`config.mk`:
```
export PLATFORM = sky130hd
export DESIGN_NAME = pc_fetch_unit
export DESIGN_NICKNAME = d
export VERILOG_FILES = /design/src/rtl/pc_fetch_unit.sv
export SDC_FILE = /design/constraint.sdc
export NUM_CORES = 1
export LEC_CHECK = 0
export BUFFER_PORTS_ARGS = -buffer_cell sky130_fd_sc_hd__buf_2
export CAP_MARGIN = 20
export CORE_MARGIN = 4
export CORE_UTILIZATION = 25
export DETAILED_ROUTE_END_ITERATION = 12
export PLACE_DENSITY = 0.53
export SETUP_SLACK_MARGIN = 0.3
export SYNTH_ARGS = -nofsm -noshare
export SYNTH_HDL_FRONTEND = slang
export SYNTH_SLANG_ARGS = --single-unit
```
`constraint.sdc`:
```
create_clock -name clk -period 4.13 [get_ports clk]
set_input_delay 0.6195 -clock clk [delete_from_list [all_inputs] [get_ports clk]]
set_output_delay 0.6195 -clock clk [all_outputs]
set_load 0.02 [all_outputs]
```
`src/rtl/pc_fetch_unit.sv`:
```
// Program counter and instruction fetch stage: fetches from instruction memory over req/ack,
// issues to decode over valid/ready, then waits for the branch unit's next PC.
module pc_fetch_unit #(
  parameter logic [31:0] RESET_PC = 32'h0000_0000
) (
  input  logic        clk,
  input  logic        rst,
  input  logic [31:0] NPC,
  input  logic        NPC_valid,
  input  logic        HALT,
  output logic        imem_req,
  output logic [31:0] imem_addr,
  input  logic [31:0] imem_rdata,
  input  logic        imem_ack,
  output logic [31:0] INSTR,
  output logic        INSTR_valid,
  input  logic        INSTR_ready,
  output logic [31:0] PC,
  output logic [31:0] PC_plus_4,
  output logic        HALTED,
  output logic        MISALIGN,
  output logic [31:0] INSTR_COUNT
);

  // state    | meaning
  // IDLE     | single dead cycle after reset
  // FETCH    | imem_req high, waiting for imem_ack
  // ISSUE    | INSTR_valid high, waiting for INSTR_ready
  // WAIT_NPC | instruction issued, waiting for NPC_valid from execute
  // HALT_ST  | stopped by HALT or misaligned NPC; only rst leaves
  typedef enum logic [2:0] {
    IDLE     = 3'd0,
    FETCH    = 3'd1,
    ISSUE    = 3'd2,
    WAIT_NPC = 3'd3,
    HALT_ST  = 3'd4
  } state_t;

  state_t state, state_nxt;
  logic   halt_pending;
  logic   npc_take;
  logic   npc_misaligned;

  assign npc_take       = (state == WAIT_NPC) && NPC_valid;
  assign npc_misaligned = (NPC[1:0] != 2'b00);

  always_comb begin
    state_nxt = state;
    case (state)
      IDLE:     state_nxt = FETCH;
      FETCH:    if (imem_ack) state_nxt = ISSUE;
      ISSUE:    if (INSTR_ready) state_nxt = WAIT_NPC;
      WAIT_NPC: begin
        if (NPC_valid) begin
          if (npc_misaligned || halt_pending || HALT) state_nxt = HALT_ST;
          else                                         state_nxt = FETCH;
        end
      end
      HALT_ST:  state_nxt = HALT_ST;
      default:  state_nxt = IDLE;
    endcase
  end

  assign imem_req    = (state == FETCH);
  assign INSTR_valid = (state == ISSUE);
  assign HALTED      = (state == HALT_ST);
  assign imem_addr   = PC;
  assign PC_plus_4   = PC + 32'd4;

  always_ff @(posedge clk) begin
    if (rst) begin
      state        <= IDLE;
      PC           <= RESET_PC;
      INSTR        <= 32'd0;
      MISALIGN     <= 1'b0;
      INSTR_COUNT  <= 32'd0;
      halt_pending <= 1'b0;
    end else begin
      state <= state_nxt;
      if ((state == FETCH) && imem_ack) INSTR <= imem_rdata;
      if ((state == ISSUE) && INSTR_ready) INSTR_COUNT <= INSTR_COUNT + 32'd1;
      if (npc_take) begin
        if (npc_misaligned) MISALIGN <= 1'b1;
        else                PC       <= NPC;
      end
      // A halt request is held until the next instruction boundary.
      if ((state != HALT_ST) && HALT) halt_pending <= 1'b1;
    end
  end

endmodule

```
### Word-level counts from Yosys, hierarchy flattened

Index checks and enable logic that the tools add are counted.

* add/subtract/negate cells: 2
* eq/ne operators: 8
* multiplexer cells: 5
* bitwise gates (word level): 1
* reduce and logical (&&, ||, !) cells: 11

Operators with widths (number)
* 32-bit by 1-bit adder with 32-bit output, second input constant: 1
* 32-bit by 3-bit adder with 32-bit output, second input constant: 1
* 3-bit case mux with 5 select lines: 1
* 3-bit 2-to-1 mux: 4
* 3-bit by 2-bit equality test with 1-bit output, second input constant: 2
* 1-bit logical AND: 4
* 2-bit by 1-bit inequality test with 1-bit output, second input constant: 2
* 2-bit AND reduction: 2
* 3-bit by 1-bit equality test with 1-bit output, second input constant: 1
* 3-bit equality test, second input constant: 1
* 3-bit logical NOT: 1
* 3-bit inequality test, second input constant: 1
* 3-bit AND reduction: 1
* 1-bit logical OR: 2
* 2-bit inequality test, second input constant: 1
* 2-bit nonzero test: 1
* 1-bit inverter: 1

* register bits: 101
* input bits: 70
* output and inout port bits: 164
* word-level logic and storage cells: 33

### Logic depth before layout (Yosys ltp)

Gate-level depths: netlist (run 1).

* word-level depth: 6
* depth in mapped cells: 6
* mapped depth without buffers: 5

### Worst setup path after synthesis (run 1)

OpenSTA, ideal clock, no wires.

* kind: reg-to-output
* start: register PC[2]
* end: output port PC_plus_4[22]
* arrival time: 1.954 ns
* data required time: 3.510 ns
* slack: 1.556 ns
* stages on the path, launching flop included: 6
* path through: dfxtp_1 > ha_1 > nand4_1 > nor4_2 > nand4_1 > xnor2_1

* word-level cells in the longest chain between the ends: 1

Ends and longest elaborated chain
* start, declared: line 18 `output logic [31:0] PC,`
* start signal, assigned: line 73 `PC <= RESET_PC;`
* start signal, assigned: line 84 `else PC <= NPC;`
* 32-bit by 3-bit adder with 32-bit output: line 68 `assign PC_plus_4 = PC + 32'd4;`
* end, declared: line 19 `output logic [31:0] PC_plus_4,`

No other way between the ends.

### Final worst setup path (run 1)

* start: register PC[2]
* end: output port PC_plus_4[26]

The elaborated chain is that of the path after synthesis.

==> impl_summary.md, run 1 <==
Detailed routing
The number of iterations in the first detailed-routing pass is 4. The routed length per placed instance is 15.4 um. The residual antenna-violating net count after detailed routing is 0.

For this block, the initial DRC count from the detailed router was 173. For this run, design rule violations remaining after detail routing come to 0. The total length of routed wires is 15,800 um.

The mean number of vias per cell is 4.77. Detailed routing inserted a total of 4,905 vias.

Logic synthesis
The Yosys step of the flow raised 0 warnings. Summing the areas of all and, or, nand and nor instances in the mapped netlist gives 29.2% of the synthesized area. By area the synthesized netlist is led by sky130_fd_sc_hd__dfxtp_1 (42%), sky130_fd_sc_hd__nand2_1 (11%), sky130_fd_sc_hd__a21oi_1 (8.9%). The area share of fa/ha/maj cells after synthesis is 0.523%. The post-synthesis instance area is 4780 sq um.

When the netlist entered floorplanning its net count stood at 681. The average instance area after synthesis is 7.85 sq um. The number of synthesized flops with an enable pin is 0. After synthesis, the netlist uses 34 different library cells. The share of async-settable or async-resettable flops after synthesis is 0%. In the synthesized netlist the dominant register cell turns out to be sky130_fd_sc_hd__dfxtp_1. The main combinational cell family by area after synthesis is simple AND/OR/NAND/NOR gates.

Of the synthesized area, sequential elements account for 42.3%. The cell count after synthesis came out at 609. After synthesis the netlist holds a flip-flop and latch count of 101.

The post-synthesis xor/xnor area fraction is 6.96%. The synthesized netlist devotes 12.2% of its cell area to compound gates. After synthesis, the largest area contributor takes up 42.3% of total cell area.

Of all cell types, the one taking the most synthesized area is sky130_fd_sc_hd__dfxtp_1. The mux contribution to synthesized area is 0%.

Timing
For the pin with the worst max-slew slack, the measured transition is 933 ps. Hold is met by 453 ps. The worst path uses 76.1% of the clock period.

In the final timing run, aggregate negative setup slack is 0 ps. The worst slew margin relative to its limit is 37.2%. The maximum clock rate is 318 MHz. The number of failing setup endpoints in the final timing report is 0. The number of max-slew violations in the final report is 0. Setup repair after global routing left no endpoint under its margin. The number of failing hold endpoints at the final stage was 0.

The shortest period the worst path allows is 3140 ps. For the final database, setup skew stands at 12.2 ps.

Run
Max-cap violations in this run came to 0.

Setup path
At the worst endpoint, the required time is 3510 ps. The start-to-end type of the worst setup path is reg2out. In this run the worst setup path begins at PC[2]$_SDFFE_PP0P_.

Following the worst setup path forward leads to its endpoint at PC_plus_4[26]. The minimum setup slack among reg-to-reg paths is 1870 ps. Data on the critical path arrives at its endpoint at 2520 ps. The worst setup path is launched from a register. The end of the worst register-to-register path is INSTR_COUNT[25]$_SDFFE_PP0P_. For the worst flop-to-flop path, the logic depth is 5.

The startpoint of the worst register-to-register path is state[1]$_SDFFE_PP0P_. The maximum fanout encountered on the critical timing path is 8. The worst setup path is captured at an output pin.

Finish
The net count reported at finish is 862. The number of antenna cells inserted is 0. Measured on the finished design, the core utilization comes to 33.0%. Compared with the post-synthesis result, the final layout area differs by 29.6%. The filler cells instantiated in the layout total 2,098. The share of layout cells above drive strength 1 is 32.8%.

GRT
Global routing finished with a remaining overflow of 0. The via count of the first global-routing pass is 4,541. The maximum number of pins on one net before global-route repair is 75. The first global-routing pass estimated 25,000 um of wire. The initial antenna violation count was 4.

Global routing used 14.4% of the available tracks across all layers.

Place
The port buffer count is 233. Detailed placement ended at an HPWL of 11,300 um. The routability congestion estimate is 0.894.

Die
The area enclosed by the die boundary is 21,400 sq um. The effective utilization at floorplan is 25.5%. After floorplanning, the core was divided into 50 placement rows. The area of the core is 18,800 sq um. The horizontal die dimension is 146 um.

The boundary pin count is 234. The die span in y is 146 um.

Power
The leakage power of the design is 2.70 nW. The worst-case IR drop observed on VDD is 0.186 mV. In this run the power density over the cells is 322 nW/um^2. The completed layout was analyzed and its total power is 1.99 mW.

Clock network
Buffers inserted during clock tree synthesis total 9. The number of gates resized after CTS was 0. The clock transition at the registers of the reported paths is 80 ps. The clock tree from TritonCTS is built. The clock sink total is 101. Clock latency on the worst-skew pair, taken at its later pin, is 350 ps.

The H-tree depth reported by CTS is 3. In this run the deepest clock path goes through 2 buffers. The clock root buffer is sky130_fd_sc_hd__clkbuf_16. The number of buffers inserted by post-CTS setup repair is 0. Buffers inserted to repair hold after CTS numbered 0.

Hold path
The worst hold path belongs to the class reg2reg. The start point of the worst hold path is INSTR[8]$_SDFFE_PP0P_.

Status
The flow ran to the end, and the final reports show no timing, DRC or antenna violations.
## power by group
group          switching, mW  total [mW]  internal, mW
Clock                  0.392       0.818         0.427
Combinational          0.105       0.166        0.0613
Sequential            0.0152        1.01         0.995
Total                  0.512        1.99          1.48
## layer usage
| metal | global-route usage [%] | part of all wire (%) |
|---|---|---|
| met1 | 17.4 | 43 |
| met2 | 23.9 | 46 |
| met3 | 4.87 | 8.8 |
| met4 | 5.13 | 1.7 |
| met5 | 0 | 0.27 |
## kinds of logic after synthesis
logic type                 count (synthesis)
AOI/OAI and AO/OA                        109
xor gates and xnor gates                  38
adders and majority gates                  2
buffers and inverters                     76
DFF                                      101
and+or+nand+nor                          283
## through the flow
step / std cells / setup slack (ps) / instance area [sq um]
2_1_floorplan: 609 / 1560 / 4780
3_3_place_gp: 1012 / 1340 / 5900
3_5_place_dp: 1012 / 1290 / 5900
4_1_cts: 1028 / 871 / 6170
5_1_grt: 1029 / 674 / 6200
6_report: 1029 / 987 / 6200
## worst max-delay path, cell delays in order (launching register included)
cell	delay (ps)
sky130_fd_sc_hd__dfxtp_1	440
sky130_fd_sc_hd__ha_1	240
sky130_fd_sc_hd__nand4_1	190
sky130_fd_sc_hd__nor4_2	740
sky130_fd_sc_hd__nand4_1	210
sky130_fd_sc_hd__xnor2_1	170
sky130_fd_sc_hd__buf_2	180
## synthesized netlist by cell type, types with 2 or more instances
master	count
sky130_fd_sc_hd__xor2_1	12
sky130_fd_sc_hd__nor2_1	21
sky130_fd_sc_hd__nor2b_1	2
sky130_fd_sc_hd__o21ai_0	9
sky130_fd_sc_hd__ha_1	2
sky130_fd_sc_hd__and4_1	7
sky130_fd_sc_hd__dfxtp_1	101
sky130_fd_sc_hd__and2_1	2
sky130_fd_sc_hd__or3_1	10
sky130_fd_sc_hd__or4_1	17
sky130_fd_sc_hd__nor4_1	9
sky130_fd_sc_hd__inv_1	7
sky130_fd_sc_hd__buf_4	34
sky130_fd_sc_hd__nand4_1	21
sky130_fd_sc_hd__xnor2_1	26
sky130_fd_sc_hd__nor3_1	10
sky130_fd_sc_hd__nand2_1	146
sky130_fd_sc_hd__nor3b_1	4
sky130_fd_sc_hd__clkbuf_1	32
sky130_fd_sc_hd__and3_1	4
sky130_fd_sc_hd__buf_1	2
sky130_fd_sc_hd__o31ai_1	13
sky130_fd_sc_hd__or2_2	2
sky130_fd_sc_hd__nand2b_1	4
sky130_fd_sc_hd__a21oi_1	85
sky130_fd_sc_hd__nand3_1	19
## cell usage in the layout, fill, tap and decap left out, types with 2 or more instances in the layout
cell type                    netlist  layout
sky130_fd_sc_hd__nand4_1          21      21
sky130_fd_sc_hd__xor2_1           12      12
sky130_fd_sc_hd__clkinv_2          0       2
sky130_fd_sc_hd__and2_1            2       2
sky130_fd_sc_hd__buf_2             0     232
sky130_fd_sc_hd__clkbuf_16         0       9
sky130_fd_sc_hd__dfxtp_1         101     101
sky130_fd_sc_hd__nand2_1         146     146
sky130_fd_sc_hd__nor4_2            1       2
sky130_fd_sc_hd__nor2_1           21      20
sky130_fd_sc_hd__xnor2_1          26      26
sky130_fd_sc_hd__nor3_1           10      10
sky130_fd_sc_hd__nor4_1            9       8
sky130_fd_sc_hd__and3_1            4       4
sky130_fd_sc_hd__o31ai_1          13      13
sky130_fd_sc_hd__nand3_1          19      19
sky130_fd_sc_hd__or4_1            17      17
sky130_fd_sc_hd__or3_1            10      10
sky130_fd_sc_hd__a21oi_1          85      85
sky130_fd_sc_hd__buf_4            34       6
sky130_fd_sc_hd__and4_1            7       7
sky130_fd_sc_hd__ha_1              2       2
sky130_fd_sc_hd__o21ai_0           9       9
sky130_fd_sc_hd__or2_2             2       2
sky130_fd_sc_hd__clkinvlp_4        0       2
sky130_fd_sc_hd__nor3b_1           4       4
sky130_fd_sc_hd__inv_1             7       7
sky130_fd_sc_hd__nand2b_1          4       4
sky130_fd_sc_hd__nor2b_1           2       2
## flip-flops by register name, summed over array words and instances (netlist names)
| register | count |
|---|---|
| INSTR | 32 |
| INSTR_COUNT | 32 |
| PC | 32 |
| state | 3 |
| MISALIGN | 1 |
| halt_pending | 1 |
## worst min-delay path by stage
stage / endpoint / slack, ps / cells past startpoint
after floorplan: halt_pending$_SDFFE_PP0P_ / 430 / 2
after global placement: halt_pending$_SDFFE_PP0P_ / 440 / 2
after detailed placement: INSTR[15]$_SDFFE_PP0P_ / 440 / 2
after CTS: INSTR[15]$_SDFFE_PP0P_ / 450 / 2
after global routing: INSTR[1]$_SDFFE_PP0P_ / 470 / 2
final: INSTR[8]$_SDFFE_PP0P_ / 450 / 2
## cell type report
class / instances / area [sq um] / area share [%]
timing repair buffer: 239 / 1230 / 19.9
multi-input combinational: 432 / 2350 / 37.9
inverter: 7 / 26.3 / 0.424
sequential: 101 / 2020 / 32.6
clock buffer: 11 / 243 / 3.92
clock inverter: 5 / 33.8 / 0.545
tap: 234 / 293 / 4.72
Power figures use the tool's default switching activity.
==> inputs of run 2 (changes only) <==
--- a/config.mk
+++ b/config.mk
@@ -10,7 +10,7 @@
 export CORE_MARGIN = 4
 export CORE_UTILIZATION = 25
 export DETAILED_ROUTE_END_ITERATION = 12
-export PLACE_DENSITY = 0.53
+export PLACE_DENSITY = 0.54
 export SETUP_SLACK_MARGIN = 0.3
 export SYNTH_ARGS = -nofsm -noshare
 export SYNTH_HDL_FRONTEND = slang
==> constraint.sdc (replaced) <==
create_clock -name clk -period 2.8 [get_ports clk]
set_input_delay 0.42 -clock clk [delete_from_list [all_inputs] [get_ports clk]]
set_output_delay 0.42 -clock clk [all_outputs]
set_load 0.02 [all_outputs]
==> impl_summary.md, run 2 (synthesis gave the netlist of run 1 again) <==
Clock network
The clock latency of the later-clocked register in the worst-skew pair is 350 ps (about the same). The buffer levels on the longest clock path is 2 (unchanged). The tree is rooted in a sky130_fd_sc_hd__clkbuf_16. The clock transition at the registers of the reported paths is 80 ps (about the same).

TritonCTS built the clock tree. The H-tree depth reported by CTS is 3 (unchanged). The number of hold buffers added after CTS is 0 (unchanged).

The number of buffers created by CTS was 9 (unchanged). The clock sink total is 101 (unchanged).

Setup path
The critical path data required time came to 2380 ps (-1130 ps). The endpoint type of the worst setup path is an output pin. The start-to-end type of the worst setup path is reg2out. The worst setup path is launched from a register. The maximum fanout encountered on the critical timing path is 7 (-1).

The data arrival time of the critical path is 1990 ps (-530 ps).

Place
The half-perimeter wire length after placement came to 11,200 um (-1.4%). The placed instance area is 5950 sq um (+0.93%). The total placed cells including tap cells was 1,016 (+0.40%). The post-place setup slack is 525 ps (-766 ps).

The port buffer count is 233 (unchanged). The routability congestion estimate is 0.832 (-7.0%).

Timing
The setup total negative slack came to 0 ps (unchanged). Setup repair after global routing could not meet its margin everywhere. The number of max-slew violations in the final report was 0 (unchanged). The transition time at the pin with the least slew margin is 773 ps (-160 ps). The worst slew margin relative to its limit is 47.7% (+10 points). The final critical-path setup slack was 388 ps (-599 ps). The number of failing hold endpoints at the final stage was 0 (unchanged). The maximum clock rate is 415 MHz. The clock tree skew after final layout is 9.18 ps (-3.06 ps). After layout, the minimum clock period comes to 2410 ps. The number of failing setup endpoints in the final timing report was 0 (unchanged). In the finished design, the share of the clock period the worst path needs comes to 86.2%.

Die
The area enclosed by the die boundary was 21,400 sq um (unchanged). The effective utilization at floorplan is 25.5% (unchanged). The horizontal die dimension is 146 um (unchanged). The die span in y came to 146 um (unchanged).

The boundary pin count came to 234 (unchanged). The area of the core was 18,800 sq um (unchanged). The number of standard-cell rows in the floorplan is 50 (unchanged).

Finish
The share of layout cells above drive strength 1 is 36.0% (+3.1 points). The library cell used most frequently in the layout, excluding fill and tap cells, is sky130_fd_sc_hd__buf_2. The count of non-filler cells in the finished layout is 1,036 (+0.68%). The library cells used most frequently in the layout, excluding fill and tap cells, are sky130_fd_sc_hd__buf_2 (231), sky130_fd_sc_hd__nand2_1 (146), sky130_fd_sc_hd__dfxtp_1 (87), sky130_fd_sc_hd__a21oi_1 (85), sky130_fd_sc_hd__xnor2_1 (26). The synthesis-to-layout area growth is 32.1%. The net count reported at finish is 868 (+0.70%). The cell area after layout is 6320 sq um (+1.9%). The largest registers in the layout are INSTR (32), INSTR_COUNT (32), PC (32).

Power
The switching power share of the total is 26.2% (+0.54 points). The portion of total power attributed to the clock network is 40.9% (about the same). The power share of the combinational group came to 8.6% (+0.3 points). The maximum ir drop on the vdd rail is 0.265 mV (+42%). The cell-internal power came to 2.17 mW (+46%). The ratio of total power to cell area was 465 nW/um^2 (+45%). The switching power of the nets is 0.770 mW (+50%). The total power of the final layout is 2.94 mW (+47%). The leakage power of the design came to 2.74 nW (+1.5%).

The sequential fraction of design power was 50.6% (about the same).

Status
The run finished with clean final reports.

Detailed routing
The number of violations reported at the end of detailed-routing iteration 0 came to 175 (+1.2%). The residual antenna-violating net count after detailed routing is 0 (unchanged). The total length of routed wires is 15,200 um (-4.1%). The total number of vias was 4,805 (-2.0%).

The mean number of vias per cell came to 4.64 (-2.7%). The number of DRC violations after detailed routing is 0 (unchanged). The number of iterations in the first detailed-routing pass is 4 (unchanged). The routed length per placed instance is 14.6 um (-4.8%).

GRT
The maximum number of pins on one net before global-route repair is 47 (-37%). The initial antenna violation count was 1 (-3). The first-pass GRT wire length is 23,700 um (-5.4%). The total congestion overflow is 0 (unchanged). The overall routing resource usage is 13.5% (-0.85 points). The via count of the first global-routing pass is 4,395 (-3.2%).

Run
The reported max-cap violation count is 0 (unchanged).

Hold path
The kind of path behind the tightest hold check is in2reg.
## run 2: repair_timing
item / in CTS / in global routing
pin swaps: 0 / 2
setup endpoints to repair: 9 / 13
resized for setup: 8 / 18
buffers inserted: 0 / 3
## run 2: power by group through the flow
stage	sequential [mW]	combinational, mW	clock, mW
after floorplan	1.55	0.100	0
after global placement	1.52	0.257	0
after detailed placement	1.52	0.257	0
after CTS	1.49	0.258	1.26
after global routing	1.49	0.279	1.30
final	1.49	0.252	1.20
## run 2: path summary, 6_finish.rpt
| kind | from | to | slack [ps] | cells after the start |
|---|---|---|---|---|
| min | imem_rdata[10] | INSTR[10]$_SDFFE_PP0P_ | 300 | 3 |
| max reg2reg | state[1]$_SDFFE_PP0P_ | INSTR_COUNT[22]$_SDFFE_PP0P_ | 640 | 5 |
| min reg2reg | halt_pending$_SDFFE_PP0P_ | halt_pending$_SDFFE_PP0P_ | 450 | 2 |
| max | PC[6]$_SDFFE_PP0P_ | PC_plus_4[27] | 390 | 5 |
## run 2: stage by stage
stage | hold WS [ps] | utilization, %
after floorplan | 426 | -
after global placement | 437 | 31.7
after detailed placement | 443 | 31.7
after CTS | 284 | 33.3
after global routing | 293 | 33.7
final | 298 | 33.7
## run 2: layout make-up
class	instances	area [sq um]
Fill cell	2026	12400
Antenna cell	1	2.50
Clock inverter	7	50.0
Inverter	7	26.3
Timing Repair Buffer	245	1290
Tap cell	234	293
Sequential cell	101	2050
Multi-Input combinational cell	432	2390
Clock buffer	9	225
## run 2: per-layer routing
layer | vias up | GRT usage [%] | share of wire (%)
met5 | - | 0 | 0
met4 | 0 | 4.66 | 1.7
met3 | 16 | 4.00 | 7.4
met2 | 182 | 22.8 | 47
met1 | 2166 | 16.5 | 44
li1 | 2441 | - | -
## run 2: critical path, stage by stage, from the launching register on
cell,delay [ps]
sky130_fd_sc_hd__dfxtp_2,380
sky130_fd_sc_hd__nand3_1,140
sky130_fd_sc_hd__or3_4,460
sky130_fd_sc_hd__nor4_2,330
sky130_fd_sc_hd__xor2_1,160
sky130_fd_sc_hd__buf_2,170
==> inputs of run 3 (changes only) <==
--- a/config.mk
+++ b/config.mk
@@ -7,6 +7,7 @@
 export LEC_CHECK = 0
 export BUFFER_PORTS_ARGS = -buffer_cell sky130_fd_sc_hd__buf_2
 export CAP_MARGIN = 20
+export CORE_ASPECT_RATIO = 1.5
 export CORE_MARGIN = 4
 export CORE_UTILIZATION = 25
 export DETAILED_ROUTE_END_ITERATION = 12
==> impl_summary.md, run 3 (synthesis gave the netlist of run 1 again) <==
Detailed routing
The residual antenna-violating net count after detailed routing is 0 (unchanged). The total number of vias is 4,887 (+1.7%). The routed length per placed instance is 15.1 um (+3.5%). The total length of routed wires was 16,100 um (+6.3%). The number of violations reported at the end of detailed-routing iteration 0 is 196 (+12%). The number of iterations in the first detailed-routing pass is 4 (unchanged).

The mean number of vias per cell is 4.59 (-0.97%). The number of DRC violations after detailed routing came to 0 (unchanged).

Die
The area enclosed by the die boundary is 21,500 sq um (+0.21%). The effective utilization at floorplan is 25.6% (+0.094 points). The boundary pin count is 234 (unchanged). The number of standard-cell rows in the floorplan was 61 (+22%). The horizontal die dimension is 121 um (-17%). The area of the core is 18,700 sq um (-0.37%). The die span in y is 177 um (+21%).

Setup path
The endpoint type of the worst setup path is an output pin. The data arrival time of the critical path is 1990 ps (about the same). The highest cell delay on the worst timing path is 480 ps (+20 ps). The startpoint of the worst register-to-register path is state[1]$_SDFFE_PP0P_. The critical path data required time is 2380 ps (about the same). The depth of the worst register-to-register path is 4 (-1).

The minimum setup slack among reg-to-reg paths is 630 ps (about the same). In this run the critical register-to-register path is captured at INSTR_COUNT[25]$_SDFFE_PP0P_. STA classifies the critical path startpoint as a register.

The maximum fanout encountered on the critical timing path came to 7 (unchanged). The critical path goes through nand3_1 > or3_4 > nor4_4 > xor2_1 > buf_2. The critical path in this run is classified as reg2out. The worst setup path startpoint is PC[6]$_SDFFE_PP0P_. The slowest stage of the critical path belongs to the cell sky130_fd_sc_hd__or3_4.

Timing
The shortest period the worst path allows is 2410 ps (+1.69 ps). The final hold slack was 303 ps (+5.30 ps). The clock tree skew after final layout is 8.60 ps (-0.581 ps). The maximum clock rate is 414 MHz (about the same).

The final clock period utilization by the worst path is 86.2% (about the same). The number of failing hold endpoints at the final stage came to 0 (unchanged). The setup total negative slack is 0 ps (unchanged).

Setup repair after global routing could not meet its margin everywhere. The worst slew margin relative to its limit is 52.3% (+4.5 points). The number of failing setup endpoints in the final timing report is 0 (unchanged).

The transition time at the pin with the least slew margin is 706 ps (-66.9 ps). The number of max-slew violations in the final report is 0 (unchanged).

Finish
The filler cell count is 2,020 (-0.30%). The share of layout cells above drive strength 1 is 36.2% (+0.22 points). Relative to the synthesized area, the layout overhead comes to 35.2%. The top cell types in the final layout, fill and taps aside, are sky130_fd_sc_hd__buf_2 (228), sky130_fd_sc_hd__nand2_1 (146), sky130_fd_sc_hd__dfxtp_1 (92), sky130_fd_sc_hd__a21oi_1 (85), sky130_fd_sc_hd__buf_4 (28).

The largest registers in the layout are INSTR (32), INSTR_COUNT (32), PC (32). The net count reported at finish is 879 (+1.3%). The leading cell type in the layout, fill and taps excluded is sky130_fd_sc_hd__buf_2.

Power
The sequential fraction of design power was 48.1% (-2.5 points). The ratio of total power to cell area came to 478 nW/um^2 (+2.7%). The cell-internal power was 2.36 mW (+8.6%). The leakage power of the design is 2.84 nW (+3.6%).

The maximum ir drop on the vdd rail is 0.224 mV (-15%). The portion of total power attributed to the clock network is 43.8% (+2.9 points). The switching power of the nets is 0.732 mW (-5.0%). The switching power share of the total is 23.7% (-2.5 points). The power share of the combinational group was 8.1% (-0.5 points).

GRT
The maximum number of pins on one net before global-route repair is 42 (-11%). The initial antenna violation count came to 3 (+2). The overall routing resource usage came to 14.4% (+0.91 points).

The total congestion overflow was 0 (unchanged). The first-pass GRT wire length is 24,800 um (+4.7%). The via count of the first global-routing pass came to 4,573 (+4.1%).

Clock network
The number of buffers created by CTS was 9 (unchanged). The H-tree depth reported by CTS came to 3 (unchanged). The clock latency of the later-clocked register in the worst-skew pair is 340 ps (about the same). The clock root buffer is sky130_fd_sc_hd__clkbuf_16. The clock transition at the registers of the reported paths is 70 ps (about the same). The clock sink total is 101 (unchanged). The buffer levels on the longest clock path is 2 (unchanged).

The clock tree from TritonCTS is built. The number of hold buffers added after CTS came to 0 (unchanged).

Place
The routability congestion estimate was 0.798 (-4.1%). The port buffer count was 233 (unchanged). The half-perimeter wire length after placement came to 12,100 um (+8.1%).

Hold path
The worst hold path depth is 3 (unchanged). The worst hold path belongs to the class in2reg. The worst-case hold path end point is PC[8]$_SDFFE_PP0P_. The start point of the worst hold path is NPC[8].

Run
The reported max-cap violation count was 0 (unchanged).

Status
The run finished with clean final reports.
run 3: cell count changes in the layout (fill, tap and decap cells not counted), sizes merged, moves of 2 or more:
cell,before,now
inv,9,7
bufinv,0,2
clkinvlp,2,0
buf,245,256
run 3: worst max-delay path, delay by kind of cell (launching register included):
family | cells | cell delay, ps
and+or+nand+nor | 3 | 920
buffers and inverters | 1 | 180
DFF | 1 | 380
xor gates and xnor gates | 1 | 160
run 3: power groups by stage:
| stage | clock network (mW) | logic (mW) | registers [mW] |
|---|---|---|---|
| 6_report | 1.35 | 0.251 | 1.48 |
| 5_1_grt | 1.46 | 0.276 | 1.49 |
| 4_1_cts | 1.42 | 0.255 | 1.49 |
| 3_5_place_dp | 0 | 0.254 | 1.52 |
| 3_3_place_gp | 0 | 0.253 | 1.52 |
| 2_1_floorplan | 0 | 0.100 | 1.55 |
run 3: area by class of cell:
cell class	count	area [sq um]	share of cell area, %
Multi-Input combinational cell	432	2410	37.3
Inverter	7	26.3	0.406
Clock inverter	4	73.8	1.14
Sequential cell	101	2040	31.6
Clock buffer	10	239	3.70
Antenna cell	2	5.00	0.0774
Tap cell	252	315	4.88
Timing Repair Buffer	256	1350	20.9
run 3: layer usage:
layer  vias to the layer above  wire length [um]  GRT usage, %
met1                      2252              6330          16.3
li1                       2466                 -             -
met5                         -                 7             0
met4                         2               402          5.91
met2                       143              8610          26.3
met3                        24               748          2.90
run 3: timing repair:
item                                    CTS  global route
setup buffers                             7             3
gates resized for setup                  15            13
pin swaps                                 4             3
endpoints found under the setup margin   14            15
run 3: through the flow:
step	setup slack [ps]	instance area [sq um]	utilization (%)	total power [mW]	std cells
after floorplan	426	4780	-	1.65	609
after global placement	541	5980	32.0	1.77	1038
after detailed placement	504	5980	32.0	1.78	1038
after CTS	294	6400	34.2	3.16	1059
after global routing	227	6460	34.6	3.23	1064
final	386	6460	34.6	3.09	1064
run 3: worst max path at each step:
stage | to | slack (ps) | cells after the start
floorplan | PC_plus_4[22] | 430 | 5
global placement | PC_plus_4[28] | 540 | 7
detailed placement | PC_plus_4[27] | 500 | 5
CTS | PC_plus_4[27] | 290 | 5
global route | PC_plus_4[26] | 230 | 7
finish | PC_plus_4[29] | 390 | 5
